===== config.mk =====
export PLATFORM = sky130hd
export DESIGN_NAME = uart_tx_arbiter
export DESIGN_NICKNAME = d
export VERILOG_FILES = /design/src/rtl/uart_pkg.sv /design/src/rtl/uart_tx_arbiter_rr_pick.sv /design/src/rtl/uart_tx_arbiter.sv
export SDC_FILE = /design/constraint.sdc
export NUM_CORES = 1
export LEC_CHECK = 0
export ABC_AREA = 1
export BUFFER_PORTS_ARGS = -buffer_cell sky130_fd_sc_hd__buf_2
export CAP_MARGIN = 20
export CORE_ASPECT_RATIO = 1.25
export CORE_MARGIN = 5
export CORE_UTILIZATION = 49
export DETAILED_ROUTE_END_ITERATION = 12
export PLACE_DENSITY = 0.87
export SLEW_MARGIN = 20
export SYNTH_ARGS = -nofsm -noshare
export SYNTH_HDL_FRONTEND = slang
export SYNTH_SLANG_ARGS = --single-unit

===== constraint.sdc =====
create_clock -name clk -period 3.6 [get_ports clk]
set_input_delay 0.18 -clock clk [delete_from_list [all_inputs] [get_ports clk]]
set_output_delay 0.18 -clock clk [all_outputs]
set_load 0.01 [all_outputs]

===== src/rtl/uart_pkg.sv =====
// Shared serial-debug-unit definitions: byte width, arbiter FSM states,
// default arbiter lock timeout.
package uart_pkg;

  localparam int BYTE_W          = 8;
  localparam int ARB_TIMEOUT_DEF = 1024;

  typedef enum logic {
    ARB_IDLE = 1'b0,
    ARB_LOCK = 1'b1
  } arb_state_e;

endpackage


===== src/rtl/uart_tx_arbiter_rr_pick.sv =====
// Combinational round-robin picker: first requester after ptr, wrapping
// N-1 -> 0 explicitly so N need not be a power of two.
module rr_pick #(
  parameter int N     = 4,
  parameter int IDX_W = $clog2(N)
) (
  input  logic [N-1:0]     req,
  input  logic [IDX_W-1:0] ptr,
  output logic [N-1:0]     pick,
  output logic [IDX_W-1:0] idx
);

  logic [IDX_W:0]   cand;
  logic [IDX_W-1:0] cand_i;
  logic             found;

  always_comb begin
    pick   = '0;
    idx    = '0;
    found  = 1'b0;
    cand   = '0;
    cand_i = '0;
    for (int k = 0; k < N; k++) begin
      cand = {1'b0, ptr} + (IDX_W+1)'(k + 1);
      if (cand >= (IDX_W+1)'(N)) begin
        cand = cand - (IDX_W+1)'(N);
      end
      cand_i = cand[IDX_W-1:0];
      if (!found && req[cand_i]) begin
        found        = 1'b1;
        pick[cand_i] = 1'b1;
        idx          = cand_i;
      end
    end
  end

endmodule


===== src/rtl/uart_tx_arbiter.sv =====
// Round-robin, packet-locked sharing of one uart_tx among N byte streams.
// Optional lock timeout is built when ARB_TIMEOUT_EN is defined.
module uart_tx_arbiter
  import uart_pkg::*;
#(
  parameter int N       = 4,
  parameter int TIMEOUT = ARB_TIMEOUT_DEF
) (
  input  logic                  clk,
  input  logic                  rst,
  input  logic [N-1:0]          req_vld,
  input  logic [BYTE_W*N-1:0]   req_data,
  input  logic [N-1:0]          req_last,
  output logic [N-1:0]          req_rdy,
  output logic [BYTE_W-1:0]     d_tx,
  output logic                  vld_tx,
  input  logic                  rdy_tx,
  output logic [N-1:0]          grant,
  output logic                  busy
);

  localparam int IDX_W = $clog2(N);

  if (N < 2 || N > 8) begin : g_bad_n
    $error("uart_tx_arbiter: N out of range");
  end
  if (TIMEOUT < 2) begin : g_bad_to
    $error("uart_tx_arbiter: TIMEOUT too small");
  end

  arb_state_e       state_q, state_d;
  logic [N-1:0]     grant_q, grant_d;
  logic [IDX_W-1:0] ptr_q, ptr_d;
  logic [IDX_W-1:0] own_q, own_d;
  logic [N-1:0]     pick;
  logic [IDX_W-1:0] pick_idx;
  logic             own_vld;
  logic             own_last;
  logic             xfer;
  logic             to_hit;

  rr_pick #(.N(N), .IDX_W(IDX_W)) u_pick (
    .req  (req_vld),
    .ptr  (ptr_q),
    .pick (pick),
    .idx  (pick_idx)
  );

  assign busy     = (state_q == ARB_LOCK);
  assign grant    = grant_q;
  assign own_vld  = req_vld[own_q];
  assign own_last = req_last[own_q];
  assign xfer     = busy & own_vld & rdy_tx;
  assign vld_tx   = busy & own_vld;
  assign d_tx     = busy ? req_data[int'(own_q)*BYTE_W +: BYTE_W] : '0;
  assign req_rdy  = grant_q & {N{rdy_tx}};

`ifdef ARB_TIMEOUT_EN
  localparam int CNT_W = $clog2(TIMEOUT + 1);

  logic [CNT_W-1:0] tmr_q, tmr_d;

  // Counts cycles the owner leaves the TX starved inside a packet.
  always_comb begin
    tmr_d  = tmr_q;
    to_hit = 1'b0;
    if (!busy || xfer) begin
      tmr_d = '0;
    end else if (!own_vld) begin
      tmr_d = tmr_q + CNT_W'(1);
      if (tmr_d == CNT_W'(TIMEOUT)) begin
        to_hit = 1'b1;
        tmr_d  = '0;
      end
    end
  end

  always_ff @(posedge clk or posedge rst) begin
    if (rst) begin
      tmr_q <= '0;
    end else begin
      tmr_q <= tmr_d;
    end
  end
`else
  assign to_hit = 1'b0;
`endif

  always_comb begin
    state_d = state_q;
    grant_d = grant_q;
    ptr_d   = ptr_q;
    own_d   = own_q;
    unique case (state_q)
      ARB_IDLE: begin
        if (|req_vld) begin
          state_d = ARB_LOCK;
          grant_d = pick;
          own_d   = pick_idx;
        end
      end
      ARB_LOCK: begin
        if ((xfer && own_last) || to_hit) begin
          state_d = ARB_IDLE;
          grant_d = '0;
          ptr_d   = own_q;
        end
      end
      default: begin
        state_d = ARB_IDLE;
        grant_d = '0;
      end
    endcase
  end

  always_ff @(posedge clk or posedge rst) begin
    if (rst) begin
      state_q <= ARB_IDLE;
      grant_q <= '0;
      ptr_q   <= IDX_W'(N - 1);
      own_q   <= '0;
    end else begin
      state_q <= state_d;
      grant_q <= grant_d;
      ptr_q   <= ptr_d;
      own_q   <= own_d;
    end
  end

endmodule


# --- Word level (Yosys, flattened, before mapping) ---
# Cells that the tools add are included.
word_totals:
  reg_bits: 9
  in_bits: 43
  elab_cells: 92
classes:
  add_sub_neg: 8
  order_cmp: 13
  n_eq_ne: 2
  shifts: 1
  muxes: 42
  n_bitwise: 7
  n_reduce_logical: 15
op_table:
  columns: ["op", "n"]
  rows:
  - ["$shiftx 32x6->8", 1]
  - ["$mux 4", 6]
  - ["$mux 2", 8]
  - ["$lt 2x3->1 const B", 5]
  - ["$mux 1", 15]
  - ["$bmux 1 s2", 6]
  - ["$ge 3x3->1 const B", 4]
  - ["$or 4x4->4", 3]
  - ["$demux 1 s2", 4]
  - ["$ge 2x1->1 const B", 4]
  - ["$logic_and 1x1->1", 8]
  - ["$mux 8", 1]
  - ["$pmux 4 s2", 1]
  - ["$sub 2x1->2 const B", 4]
  - ["$add 2x2->3 const B", 2]
  - ["$reduce_and 2->1", 3]
  - ["$and 4x4->4", 1]
  - ["$reduce_or 4->1", 1]
  - ["$add 2x1->3 const B", 1]
  - ["$add 2x3->3 const B", 1]
  - ["$logic_not 1->1", 3]
  - ["$and 1x1->1", 2]
  - ["$ne 2x1->1 const B", 1]
  - ["$ne 2x2->1 const B", 1]
  - ["2 further kinds", 2]

# --- Depth between registers and ports, before layout ---
logic_depth:
  ltp_word: 17
  depth_mapped: 12

# --- Modules after synthesis ---
# Synthesis repeated with hierarchy kept, for this count alone.
hier_totals:
  hier_cells: 205
  hier_area_um2: 1308.8
by_module_without_submodules:
  columns: ["module", "instances", "cells_per_inst", "area_each_um2", "seq_area_each_um2"]
  rows:
  - ["uart_tx_arbiter", 1, 130, 834.6, 227.7]
  - ["rr_pick", 1, 75, 474.2, 0.0]

# --- Worst setup path after synthesis ---
# No wires, ideal clock.
synth_timing:
  kind: "register to register"
  startpoint: "reg ptr_q[0]"
  endpoint: "reg own_q[1]"
  arrival_ps: 1771
  required_time_ps: 3484
  setup_slack_ps: 1712
  path_stages_with_launch: 13
  path_cell_list: "dfstp_2 > inv_4 > ha_1 > inv_1 > nand3_1 > nand2_2 > nand2_1 > inv_2 > nand2_2 > nor2_1 > nor2_1 > nand2_1 > nand2_1"
synth_between:
  elab_chain_cells: 15
  word_cells_on_any_way: 37
  cone_classes: "add/sub (8); order compare (4); mux (19); reduce/logical (6)"
synth_rtl:
  columns: ["element", "line_no", "rtl"]
  rows:
  - ["start, declared", "uart_tx_arbiter.sv:33", "logic [IDX_W-1:0] ptr_q, ptr_d;"]
  - ["start signal, assigned", "uart_tx_arbiter.sv:120", "ptr_q <= IDX_W'(N - 1);"]
  - ["start signal, assigned", "uart_tx_arbiter.sv:125", "ptr_q <= ptr_d;"]
  - ["$add 2x1->3", "uart_tx_arbiter_rr_pick.sv:24", "cand = {1'b0, ptr} + (IDX_W+1)'(k + 1);"]
  - ["$ge 3x3->1 or $sub 2x1->2 (tied branches)", "uart_tx_arbiter_rr_pick.sv:25, uart_tx_arbiter_rr_pick.sv:26", null]
  - ["$mux 2", "uart_tx_arbiter_rr_pick.sv:25", "if (cand >= (IDX_W+1)'(N)) begin"]
  - ["$bmux 1 s2", "uart_tx_arbiter_rr_pick.sv:29", "if (!found && req[cand_i]) begin"]
  - ["$mux 1 (implied by the code)", "uart_tx_arbiter_rr_pick.sv:29", null]
  - ["$mux 1", "uart_tx_arbiter_rr_pick.sv:29", null]
  - ["$logic_not 1->1", "uart_tx_arbiter_rr_pick.sv:29", null]
  - ["$logic_and 1x1->1", "uart_tx_arbiter_rr_pick.sv:29", null]
  - ["$mux 1", "uart_tx_arbiter_rr_pick.sv:29", null]
  - ["$logic_not 1->1", "uart_tx_arbiter_rr_pick.sv:29", null]
  - ["$logic_and 1x1->1", "uart_tx_arbiter_rr_pick.sv:29", null]
  - ["$mux 1", "uart_tx_arbiter_rr_pick.sv:29", null]
  - ["$logic_not 1->1", "uart_tx_arbiter_rr_pick.sv:29", null]
  - ["$logic_and 1x1->1", "uart_tx_arbiter_rr_pick.sv:29", null]
  - ["$mux 2 *", "uart_tx_arbiter_rr_pick.sv:29", null]
  - ["end signal, assigned", "uart_tx_arbiter.sv:126", "own_q <= own_d;"]
  - ["end, declared", "uart_tx_arbiter.sv:34", "logic [IDX_W-1:0] own_q, own_d;"]
# Mark *: on every way between the ends. The rest lies on a longest branch, timed or not. The select of a mux whose other input is x is not followed.
# A chain may end at the register's enable or synchronous reset.

# --- Final worst setup path ---
layout_timing:
  startpoint: "reg own_q[0]"
  endpoint: "out vld_tx"
layout_between:
  elab_chain_cells: 3
layout_rtl:
  columns: ["element", "line_no", "rtl"]
  rows:
  - ["$bmux 1 s2", "uart_tx_arbiter.sv:51", "assign own_vld = req_vld[own_q];"]
  - ["$mux 1 (implied by the code)", "uart_tx_arbiter.sv:51", null]
  - ["$and 1x1->1", "uart_tx_arbiter.sv:54", "assign vld_tx = busy & own_vld;"]
  - ["end, declared", "uart_tx_arbiter.sv:16", "output logic vld_tx,"]
# Every way passes these cells. The select of a mux whose other input is x is not followed.

==> out/results.env <==
FLOORPLAN.DIE.HEIGHT_UM=65.1
CTS_RESIZED=0
IO_BUFFERS=60
R2R_END='grant[1]'
CRIT_ARRIVAL_NS=2.15
AREA_DELTA_SYNTH_FINAL_PCT=29.4
GRT_PASS1_WL_UM=5440
TIMING.FINAL.CRIT_SHARE=0.647
SYNTH-SEQ-AREA-SHARE=0.192
POWER_DENSITY_mW_PER_MM2=839
CRIT_PATH_START_KIND='flip-flop'
DIE_W_UM=54.1
WORST_SLACK_SETUP_FINAL_NS=1.27
GRT.TOTAL_USAGE=0.197
WORSTREG2REGSTART='ptr_q[0]'
CTS_ROOT_BUF='clkbuf_4'
CTS_INSERTED_BUFFERS=3
SHARE_COMB_OF_TOTAL_POWER=0.749
FINALHOLDVIOLCOUNT=0
GR-TOTAL-OVERFLOW=0
MAX_FANOUT_ON_CRITICAL_PATH=23
WORST-R2R-CELL-COUNT=10
DRT_FIRST_ITER_VIOLATIONS=57
MET1_LENGTH_UM=1410
GP_CONGESTION=0.950
WORST_HOLD_LAUNCH='req_vld[0]'
SYNTH_TOP_CELLS_BY_AREA='dfrtp_1 15%, nand2_1 14%, nor2_1 12%'
RSZ0062_AT_GRT='no'
DETAILROUTE.WIRELENGTH.MET3_UM=321
ANTENNA_VIOLATIONS_BEFORE_REPAIR=0
SYNTHDOMINANTAREACELLTYPE='dfrtp_1'
CTS.HTREE.LEVELS=1
POWER.NET_SWITCHING_mW=0.743
WORST-SLEW-PIN-TRANSITION_NS=0.690
NETLIST_INSTANCES=200
INITIAL_UTILIZATION=0.500
WORST-ENDPOINT-REQUIRED_NS=3.42
SLEW_VIOLATIONS=0
FINAL_AREA_MM2=0.00154
PWR-SHARE-CLK=0.058
STATUS='completed'
KIND_OF_CRITICAL_PATH='flip-flop to output pin'
POWER.SEQUENTIAL.FRACTION=0.192
ANT_NETS=0
TIMING.SETUP.TNS_NS=0
DESIGN.PORTCOUNT=61
MIN_PATH_CELLS=3
PLACEMENT_ROWS=20
WORST_CLOCK_SKEW_NS=0.00548
FINAL_LAYOUT_SIZE_SUFFIX_GT1_FRAC=0.317
TRITONCTS='built'
VIAS=1487
TOP_LAYER='met4'
POST_SYNTH_NUM_CELL_TYPES=23
MAX_SLEW_MARGIN=0.540
GRT_MAX_DEGREE=24
MIN_PATH_TYPE='primary input to flip-flop'
PRE_CTS_WS_NS=1.47
SETUP_SLACK_OF_THE_MOST_CRITICAL_REG_TO_REG_PATH_NS=1.42
NETLIST.AREA_LEADER.SHARE=0.147
TIMING.HOLD.WORST_ENDPOINT='busy'
NETS=311
DETAIL_ROUTE.FIRST_PASS.ITERATIONS=4
CLOCK_INSERTION_DELAY_WORST_SKEW_NS=0.25
P_SW_FRAC=0.577
CTS-ROOT-TO-SINK-BUFFERS=2
ROUTED_WIRE_LENGTH_PER_INSTANCE_UM=11.9
AVGSYNTHCELLAREA_UM2=5.94
CLOCK_SINKS=9
DETAILED_PLACE_HPWL_UM=2700
POST-ROUTE-DRC-COUNT=0
WL_UM=3470
DETAIL_ROUTE.VIAS_PER_CELL=5.09
POSTPLACECELLAREA_MM2=0.00150
IRDROPWORSTVDD_uV=464
DESIGN.CORE.AREA_MM2=0.00238
POWER_LEAKAGE_nW=0.880
CLK_PIN_SLEW_NS=0.06
CRITPATHCAPTURETYPE='output pin'
DESIGN.DIE.AREA_MM2=0.00352
YS.WARNINGS.COUNT=0
TOTAL_POWER_mW=1.29
FINALCRITICALPERIOD_NS=2.33
POSTSYNTHNETCOUNT=251
MET2WIRELENGTH_UM=1710
FMAXACHIEVABLE_MHz=429
MAXCAPVIOLATIONS=0
GRT_PASS1_VIAS=1303
P_INT_mW=0.546
REPORT.FINAL.SETUP_VIOL=0
SMALLEST_HOLD_SLACK_NS=0.343
SYNTH-SEQ-CELLS=9
SYN-CELL-AREA_MM2=0.00119
DIODES=0
## critical path, cell delays in order, from the launching register on
cell,delay [ns]
dfrtp_1,0.79
inv_1,0.44
a21oi_1,0.22
o21ai_1,0.08
nand2_1,0.08
nand2_1,0.10
inv_1,0.06
buf_2,0.13
## placed cells by master (no fill, tap or decap)
cell type      count
a21boi_0           4
a21oi_1           15
a31oi_1            1
buf_2             60
clkbuf_1           1
clkbuf_4           3
dfrtp_1            7
dfstp_2            2
dlygate4sd3_1      1
ha_1               8
inv_1             15
inv_2              3
inv_4              1
nand2_1           43
nand2_2            3
nand2_4            4
nand3_1           21
nand3_2            1
nor2_1            38
nor2_2             1
nor2_4             3
nor3_1             1
o21ai_0           20
o21ai_1            2
o21ai_2            1
## power groups by stage
stage	Clock [mW]	Sequential (mW)	Combinational (mW)
CTS	0.0780	0.248	0.963
global placement	0	0.250	0.941
finish	0.0754	0.248	0.966
detailed placement	0	0.247	0.959
global route	0.0856	0.259	1.08
floorplan	0	0.204	0.756
## final cells by class
type	instances	area, um^2
timing repair buffer	61	310
fill	234	840
multi-input combinational	166	858
sequential	9	228
clock buffer	4	26.3
inverter	19	73.8
tap	33	41.3
## worst max path at each step
stage	end	slack (ns)	startpoint
after global placement	grant[3]	1.48	ptr_q[0]
after floorplan	own_q[1]	1.71	ptr_q[0]
after detailed placement	grant[3]	1.47	ptr_q[0]
after global routing	vld_tx	1.05	own_q[0]
after CTS	vld_tx	1.30	own_q[0]
final	vld_tx	1.27	own_q[0]
## Yosys cell counts, drive strengths merged
cell type,number
nor3,1
o21ai,23
a21boi,4
nand2,50
nand3,22
buf,5
ha,8
nor2,42
dfstp,2
a31oi,1
a21oi,15
clkbuf,1
dfrtp,7
inv,19
## registers in the layout, indices dropped and copies added (netlist names)
name and count:
grant 4, own_q 2, ptr_q 2, busy 1
## stage by stage
step                cells   util
finish                292  0.647
global route          292  0.647
CTS                   292  0.647
detailed placement    287  0.632
global placement      287  0.632
floorplan             200      -
## kinds of logic after synthesis
| kind of cell | share of synthesized area |
|---|---|
| buffers and inverters | 0.0863 |
| and+or+nand+nor | 0.444 |
| AOI/OAI and AO/OA | 0.194 |
| DFF | 0.192 |
| adders and majority gates | 0.0842 |
## timing repair
action,in CTS,in global routing
hold buffers,1,0
setup buffers,0,0
hold endpoints to repair,7,0
## layer usage
| metal | vias to the layer above | global-route usage |
|---|---|---|
| met5 | - | 0 |
| met2 | 59 | 0.353 |
| met4 | 0 | 0.0685 |
| li1 | 765 | - |
| met3 | 4 | 0.0161 |
| met1 | 659 | 0.235 |
Power figures use the tool's default switching activity.
